File: config.mk
export PLATFORM = sky130hd
export DESIGN_NAME = fifo_wr_arbiter
export DESIGN_NICKNAME = d
export VERILOG_FILES = /design/src/rtl/fifo_arb_pkg.sv /design/src/rtl/fifo_wr_arbiter_rr_pick.sv /design/src/rtl/fifo_wr_arbiter.sv
export SDC_FILE = /design/constraint.sdc
export NUM_CORES = 1
export LEC_CHECK = 0
export ABC_AREA = 0
export CORE_ASPECT_RATIO = 1.5
export CORE_UTILIZATION = 38
export CTS_CLUSTER_DIAMETER = 150
export DETAILED_ROUTE_END_ITERATION = 10
export PLACE_DENSITY = 0.94
export SLEW_MARGIN = 10
export SYNTH_ARGS = -nofsm -noshare
export SYNTH_HDL_FRONTEND = slang
export SYNTH_SLANG_ARGS = --single-unit
File: constraint.sdc
create_clock -name clock -period 2.07 [get_ports clock]
set_input_delay 0.414 -clock clock [delete_from_list [all_inputs] [get_ports clock]]
set_output_delay 0.414 -clock clock [all_outputs]
set_load 0.1 [all_outputs]
File: src/rtl/fifo_arb_pkg.sv
// Shared types and constants for the FIFO write-port arbiter.
package fifo_arb_pkg;
  typedef enum logic {
    IDLE  = 1'b0,
    BURST = 1'b1
  } arb_state_t;

  localparam int STALL_BITS = 16;
endpackage

File: src/rtl/fifo_wr_arbiter_rr_pick.sv
// Round-robin selector: first set request at or above ptr, wrapping to index 0.
module rr_pick #(
  parameter int NUM_REQ = 4,
  parameter int IW      = 2
) (
  input  logic [NUM_REQ-1:0] req,
  input  logic [IW-1:0]      ptr,
  output logic [IW-1:0]      idx,
  output logic               found
);
  int j;

  // Scan from the far end so the closest match to ptr wins the last assignment.
  always_comb begin
    idx   = '0;
    found = 1'b0;
    j     = 0;
    for (int k = NUM_REQ - 1; k >= 0; k--) begin
      j = int'(ptr) + k;
      if (j >= NUM_REQ) j = j - NUM_REQ;
      if (req[j]) begin
        idx   = IW'(j);
        found = 1'b1;
      end
    end
  end
endmodule

File: src/rtl/fifo_wr_arbiter.sv
// Multi-requester burst arbiter in front of a single FIFO write port.
module fifo_wr_arbiter
  import fifo_arb_pkg::*;
#(
  parameter int NUM_REQ   = 4,
  parameter int WIDTH     = 16,
  parameter int MAX_BURST = 4
) (
  input  logic                     clock,
  input  logic                     reset,
  input  logic [NUM_REQ-1:0]       req,
  input  logic [NUM_REQ*WIDTH-1:0] req_data,
  output logic [NUM_REQ-1:0]       ack,
  output logic [NUM_REQ-1:0]       grant,
  output logic                     wr_en,
  output logic [WIDTH-1:0]         wr_data,
  input  logic                     wr_valid,
  input  logic                     full,
  output logic [STALL_BITS-1:0]    stall_cycles
);
  localparam int IW = (NUM_REQ > 1) ? $clog2(NUM_REQ) : 1;
  localparam int CW = (MAX_BURST > 1) ? $clog2(MAX_BURST) : 1;
  localparam logic [CW-1:0] LAST_BEAT = CW'(MAX_BURST - 1);

  arb_state_t            state_reg, state_next;
  logic [IW-1:0]         owner_reg, owner_next;
  logic [CW-1:0]         count_reg, count_next;
  logic [IW-1:0]         ptr_reg, ptr_next;
  logic [NUM_REQ-1:0]    grant_reg, grant_next;
  logic [STALL_BITS-1:0] stall_reg, stall_next;

  logic [WIDTH-1:0] lane_data [NUM_REQ];
  logic [IW-1:0]    ptr_after, pick_ptr, pick_idx;
  logic             pick_found, accept, burst_last, stall_event;

  for (genvar gi = 0; gi < NUM_REQ; gi++) begin : g_lane
    assign lane_data[gi] = req_data[gi*WIDTH +: WIDTH];
  end

  // Once the pointer moves past the owner, the owner is last in search order,
  // so one picker covers "other requester first, else re-grant, else idle".
  assign ptr_after = (owner_reg == IW'(NUM_REQ - 1)) ? '0 : owner_reg + 1'b1;
  assign pick_ptr  = (state_reg == BURST) ? ptr_after : ptr_reg;

  rr_pick #(
    .NUM_REQ (NUM_REQ),
    .IW      (IW)
  ) u_pick (
    .req   (req),
    .ptr   (pick_ptr),
    .idx   (pick_idx),
    .found (pick_found)
  );

  always_ff @(posedge clock or negedge reset) begin
    if (!reset) begin
      state_reg <= IDLE;
      owner_reg <= '0;
      count_reg <= '0;
      ptr_reg   <= '0;
      grant_reg <= '0;
      stall_reg <= '0;
    end else begin
      state_reg <= state_next;
      owner_reg <= owner_next;
      count_reg <= count_next;
      ptr_reg   <= ptr_next;
      grant_reg <= grant_next;
      stall_reg <= stall_next;
    end
  end

  always_comb begin
    state_next = state_reg;
    owner_next = owner_reg;
    count_next = count_reg;
    ptr_next   = ptr_reg;
    accept     = wr_en & wr_valid;
    burst_last = ~req[owner_reg] | (accept & (count_reg == LAST_BEAT));
    case (state_reg)
      IDLE: begin
        if (pick_found) begin
          state_next = BURST;
          owner_next = pick_idx;
          count_next = '0;
        end
      end
      BURST: begin
        if (burst_last) begin
          ptr_next   = ptr_after;
          count_next = '0;
          if (pick_found) owner_next = pick_idx;
          else            state_next = IDLE;
        end else if (accept) begin
          count_next = count_reg + 1'b1;
        end
      end
      default: state_next = IDLE;
    endcase
    grant_next = (state_next == BURST) ? (NUM_REQ'(1) << owner_next) : '0;

    // A refused beat already means the FIFO is full; full adds no information.
    stall_event = wr_en & ~wr_valid & (full | ~wr_valid);
    stall_next  = (stall_event && stall_reg != '1) ? stall_reg + 1'b1 : stall_reg;
  end

  always_comb begin
    grant        = grant_reg;
    wr_en        = |(grant_reg & req);
    wr_data      = lane_data[owner_reg];
    ack          = grant_reg & req & {NUM_REQ{wr_valid}};
    stall_cycles = stall_reg;
  end
endmodule

==> metrics.txt, run 1 <==
Clock Tree Root clkbuf_8; top_reg_cell synth dfrtp_1; Setup crit end kind primary output; Tmin final 2.075 ns; DRC viols 0; overall power 5.979 mW; critical path peak fanout 8; vias 1944; Die Ht 87.93 um; Max-Cap Viols 0; Min Hold Slack 0.4886 ns; slew margin rel. 0.7180; routed length per instance 19.69 um; CTS H-tree depth 1; multi-input logic area 0.001165 mm^2; CP Data Arrival Time 1.66 ns; largest net degree at the start of global routing 28; clk slew on worst S/H paths 0.10 ns; GRT Util Overall 0.2675; worst clock skew 0.01119 ns; Filler cells 286; global-route wire length before repair 10.31 mm; Routability Congestion 0.9169; setup violators final 1; # diodes 0; die area 0.005213 mm^2; Leakage 1.450 nW; Clock Latency Late Sink 0.28 ns; Max rail drop VDD 0.001604 V; initial antenna violation count 0; failing checks negative setup slack; fmax 481.8 MHz; run status complete, but fails checks; placed cells 347; post-synthesis async set-or-reset flop share 1.000; Slew @ Worst Pin 0.4220 ns; synthesized instance count 163; row count 30; startpoint types register; RSZ-0062 raised after global routing true; Crit Path Class register to primary output; most frequent cells in the layout clkdlybuf4s50_1 (70), buf_4 (36), buf_12 (22); syn_area_per_cell 11.48 um^2; commonest non-fill, non-tap cell in the layout clkdlybuf4s50_1; Clock Path Buffers 2; non-filler cells in the finished layout 352; Post-synth EDFFs 0; Synth Warn # 0; number of global-route vias before repair 2077; router iterations before antenna repair 4; FF+latch count, synth 27; Largest register FFs 16; syn nets 238; dpl cell area 0.003338 mm^2; via-per-instance ratio 5.523; Starting Density 0.4051; layout cell share with drive strength beyond 1 0.3993; Final HPWL DP 5.430 mm; post-route ant nets 0; Yosys cell types 48; core area 0.004617 mm^2; pwr dens 1736 mW/mm^2; HP Class primary input to asynchronous set/reset pin; setup_tns -0.005492 ns; Final Hold Vio Count 0; number of I/O pins 113; Setup WS post-layout -0.005492 ns; register area share after synthesis 0.3612; Die Wd 59.29 um; CTS sink cnt 27; grt ovf 0; Area Overhead vs Synth 84.08%; Max Slew Vio Count 0; final net count 364; 1st-iter DRT viols 102; design area 0.003443 mm^2; Worst EP required 1.66 ns; FF+latch area 700.7 um^2; TritonCTS buffer count 3; pre-CTS WS -0.2205 ns; final core occ 0.7458; fin crit share 1.003; CTS tree built; Total Wirelength 6.930 mm; Post-Syn Area 0.001871 mm^2; IO buf count 111
synthesized netlist by cell type (3+ instances only):
library cell | count | area, um^2
o31ai_1 | 3 | 22.52
buf_2 | 3 | 15.01
nor2_1 | 11 | 41.29
nor3_1 | 3 | 15.01
nand3_1 | 8 | 40.04
mux4_2 | 17 | 382.9
mux2_2 | 4 | 45.04
o21ai_0 | 3 | 15.01
xnor2_1 | 7 | 61.31
inv_1 | 4 | 15.01
a21oi_1 | 5 | 25.02
xor2_1 | 7 | 61.31
nand2_1 | 11 | 41.29
ha_1 | 3 | 37.54
dfrtp_1 | 27 | 675.7
and3_1 | 9 | 56.30
where the power goes:
group	leakage [nW]	switching [mW]	internal [mW]
registers	0.321	0.143	0.682
clock network	0.0255	0.169	0.135
logic	1.10	3.07	1.78
worst paths after layout:
path	from	to	slack, ns	depth (start not counted)
min in group clock	stall_cycles[13]$_DFFE_PN0P_	stall_cycles[13]$_DFFE_PN0P_	0.49	1
max reg2reg	owner_reg[0]$_DFF_PN0_	grant[1]$_DFF_PN0_	0.08	6
min reg2reg	stall_cycles[13]$_DFFE_PN0P_	stall_cycles[13]$_DFFE_PN0P_	0.49	1
max in group asynchronous	reset	stall_cycles[0]$_DFFE_PN0P_	1.29	2
max	owner_reg[0]$_DFF_PN0_	wr_data[3]	-0.005	3
min	reset	stall_cycles[3]$_DFFE_PN0P_	0.49	2
logic make-up (layout without fill, tap and decap cells):
family | count (synthesis) | after routing | synth area share
AND/OR/NAND/NOR | 55 | 55 | 0.1599
AO/OA/AOI/OAI | 28 | 28 | 0.1171
flip-flops | 27 | 27 | 0.3612
multiplexers | 24 | 24 | 0.2455
XOR/XNOR | 14 | 14 | 0.06555
buffers and inverters | 12 | 137 | 0.03076
adder cells (fa/ha/maj) | 3 | 3 | 0.02007
final cells by class:
type | count | area share
Tap cell | 64 | 0.02326
Clock inverter | 1 | 0.001453
Clock buffer | 3 | 0.01199
Multi-Input combinational cell | 124 | 0.3383
Inverter | 4 | 0.004360
Timing Repair Buffer | 129 | 0.4172
Sequential cell | 27 | 0.2035
worst max-delay path, cell delays in order (launching register included):
cell and delay (ns):
dfrtp_2 0.45, clkbuf_16 0.19, mux4_2 0.55, buf_12 0.19
per-layer routing:
| layer | up-vias | track usage | wire length, um | share of wire |
|---|---|---|---|---|
| met5 | - | 0 | 0 | 0 |
| met3 | 18 | 0.08124 | 726 | 0.10 |
| met1 | 925 | 0.2951 | 2512 | 0.36 |
| li1 | 873 | - | - | - |
| met4 | 0 | 0.1017 | 163 | 0.024 |
| met2 | 128 | 0.4719 | 3528 | 0.51 |
timing repair:
action / in CTS / in global routing
hold endpoints to repair: 0 / 0
hold buffers: 0 / 0
resized for setup: 7 / 4
setup buffers: 0 / 0
gates cloned: 1 / 0
setup endpoints to repair: 17 / 21
pin swaps: 1 / 0
(Power assumes the default switching activity.)
==> run 2: changes to the inputs <==
SLEW_MARGIN = unset   (was 10)
TNS_END_PERCENT = 30   (was unset)
==> results of run 2 <==
Final layout, timing and power as in run 1 (identical DEF).
==> run 3: changes to the inputs <==
CAP_MARGIN = 20   (was unset)
CTS_CLUSTER_DIAMETER = unset   (was 150)
MAX_ROUTING_LAYER = met4   (was unset)
==> run 3 against run 2 <==
Effect of this change: the flow still finishes with violations (negative setup slack); worst setup slack got worse by 0.035 ns; routed wire length grew 14%; clock skew fell by 0.0085 ns; non-clock buffer count did not move; critical path type is now primary input to register; via count up 7.6%; sequential power increased by 2%; flip-flop and latch count unchanged; clock-buffer cell count unchanged; clock power is 2% lower.
==> metrics.txt, run 3 (same netlist as run 1, synthesis figures left out) <==
run status complete, but fails checks; failing checks negative setup slack; GRT Util Overall 0.3092 (+0.04163); # diodes 0 (unchanged); setup violators final 3 (+2); via-per-instance ratio 5.943 (+7.6%); Leakage 1.451 nW (about the same); Final Hold Vio Count 0 (unchanged); die area 0.005213 mm^2 (unchanged); core area 0.004617 mm^2 (unchanged); pwr dens 1765 mW/mm^2 (+1.6%); number of global-route vias before repair 2261 (+8.9%); routed length per instance 22.41 um (+14%); worst clock skew 0.002664 ns (-0.008529 ns); Setup crit end kind register; Psw 3.476 mW (+2.9%); number of I/O pins 113 (unchanged); largest net degree at the start of global routing 28 (unchanged); HP Class register to register; Tmin final 2.111 ns (+0.03527 ns); Max-Cap Viols 0 (unchanged); critical path peak fanout 4 (-4); Area Overhead vs Synth 84.62%; Largest register FFs 16 (unchanged); final net count 364 (unchanged); CTS sink cnt 27 (unchanged); grt ovf 0 (unchanged); Max rail drop VDD 0.001452 V (-9.5%); Setup WS post-layout -0.04076 ns (-0.03527 ns); post-route ant nets 0 (unchanged); fin crit share 1.020 (+0.01704); Crit Path Class primary input to register; startpoint types primary input; fmax 473.8 MHz (-1.7%); commonest non-fill, non-tap cell in the layout clkdlybuf4s50_1; CTS H-tree depth 1 (unchanged); overall power 6.095 mW (+1.9%); Max Slew Vio Count 0 (unchanged); Die Ht 87.93 um (unchanged); router iterations before antenna repair 4 (unchanged); Cell Int Power 2.619 mW (+0.68%); 1st-iter DRT viols 108 (+5.9%); Clock Latency Late Sink 0.27 ns (about the same); Switching Fraction 0.5703 (+0.005417); Worst EP required 2.23 ns (+0.57 ns); pre-CTS WS -0.2562 ns (-0.03571 ns); Slew @ Worst Pin 0.4228 ns (+0.0008277 ns); clock share of power 0.049 (-0.002); DRC viols 0 (unchanged); layout cell share with drive strength beyond 1 0.4097 (+0.01042); RSZ-0062 raised after global routing true; Starting Density 0.4051 (unchanged); slew margin rel. 0.7174 (about the same); Seq pwr share 0.138 (about the same); clk slew on worst S/H paths 0.09 ns (about the same); CTS tree built; Die Wd 59.29 um (unchanged); Clock Path Buffers 2 (unchanged); Comb power frac 0.813 (+0.002); Total Wirelength 7.887 mm (+14%); Routability Congestion 0.9063 (-1.2%); Clock Tree Root clkbuf_8; row count 30 (unchanged); vias 2092 (+7.6%); reg2reg setup slack 0.03 ns (-0.05 ns); Final HPWL DP 5.717 mm (+5.3%); TritonCTS buffer count 3 (unchanged); CP Data Arrival Time 2.27 ns (+0.61 ns); initial antenna violation count 0 (unchanged); IO buf count 111 (unchanged); global-route wire length before repair 11.30 mm (+9.6%); most frequent cells in the layout clkdlybuf4s50_1 (70), buf_4 (36), buf_12 (22)
==> run 3: cell counts in the layout (fill, tap and decap cells not counted) <==
Identical to the previous run, type by type.
==> run 3: worst paths after layout <==
kind	startpoint	depth (start not counted)	end
worst max-delay path	req[0]	6	ptr_reg[0]$_DFFE_PN0P_
max in group asynchronous	reset	2	stall_cycles[8]$_DFFE_PN0P_
min in group asynchronous	reset	2	stall_cycles[13]$_DFFE_PN0P_
worst max register to register	owner_reg[0]$_DFF_PN0_	5	grant[0]$_DFF_PN0_
worst min-delay path	stall_cycles[13]$_DFFE_PN0P_	1	stall_cycles[13]$_DFFE_PN0P_
worst min register to register	stall_cycles[13]$_DFFE_PN0P_	1	stall_cycles[13]$_DFFE_PN0P_
==> run 3: cell type report <==
cell class                 count  area [um^2]
sequential                    27        700.7
inverter                       4        15.01
clock inverter                 1        5.005
clock buffer                   3        41.29
tap                           64        80.08
timing repair buffer         129         1436
multi-input combinational    124         1175
fill                         282         1164
==> run 3: layer usage <==
metal	vias up	global-route usage	wire, um
met5	-	-	0
met4	0	0.1948	463
met3	49	0.08272	843
met2	165	0.5536	4041
met1	1004	0.2777	2538
li1	874	-	-
==> run 3: repair_timing <==
item / 4_1_cts / 5_1_grt
buffers inserted: 0 / 0
hold buffers: 0 / 0
pin swaps: 1 / 2
resized for setup: 6 / 7
endpoints found under the setup margin: 16 / 22
cloned: 1 / 0
==> run 3: critical path, stage by stage <==
cell,delay (ns)
clkdlybuf4s50_1,0.58
a22oi_1,0.19
a21bo_2,0.25
o21ai_0,0.28
and2_1,0.22
mux2_2,0.34
==> run 3: power by group through the flow <==
stage / Sequential [mW] / Combinational (mW) / Clock (mW)
final: 0.839 / 4.96 / 0.298
after floorplan: 1.36 / 2.61 / 0
after CTS: 0.832 / 4.86 / 0.304
after global placement: 0.803 / 4.64 / 0
after detailed placement: 0.816 / 4.74 / 0
after global routing: 0.854 / 5.09 / 0.320
==> run 3: through the flow <==
stage,hold slack [ns],instance area [um^2],util,TNS [ns],cells
after floorplan,0.1184,1902,-,0,163
after global placement,0.4614,3338,0.7230,-0.7651,347
after detailed placement,0.4658,3338,0.7230,-2.684,347
after CTS,0.4816,3431,0.7431,-0.02449,352
after global routing,0.4919,3453,0.7480,-0.2426,352
final,0.4800,3453,0.7480,-0.08098,352
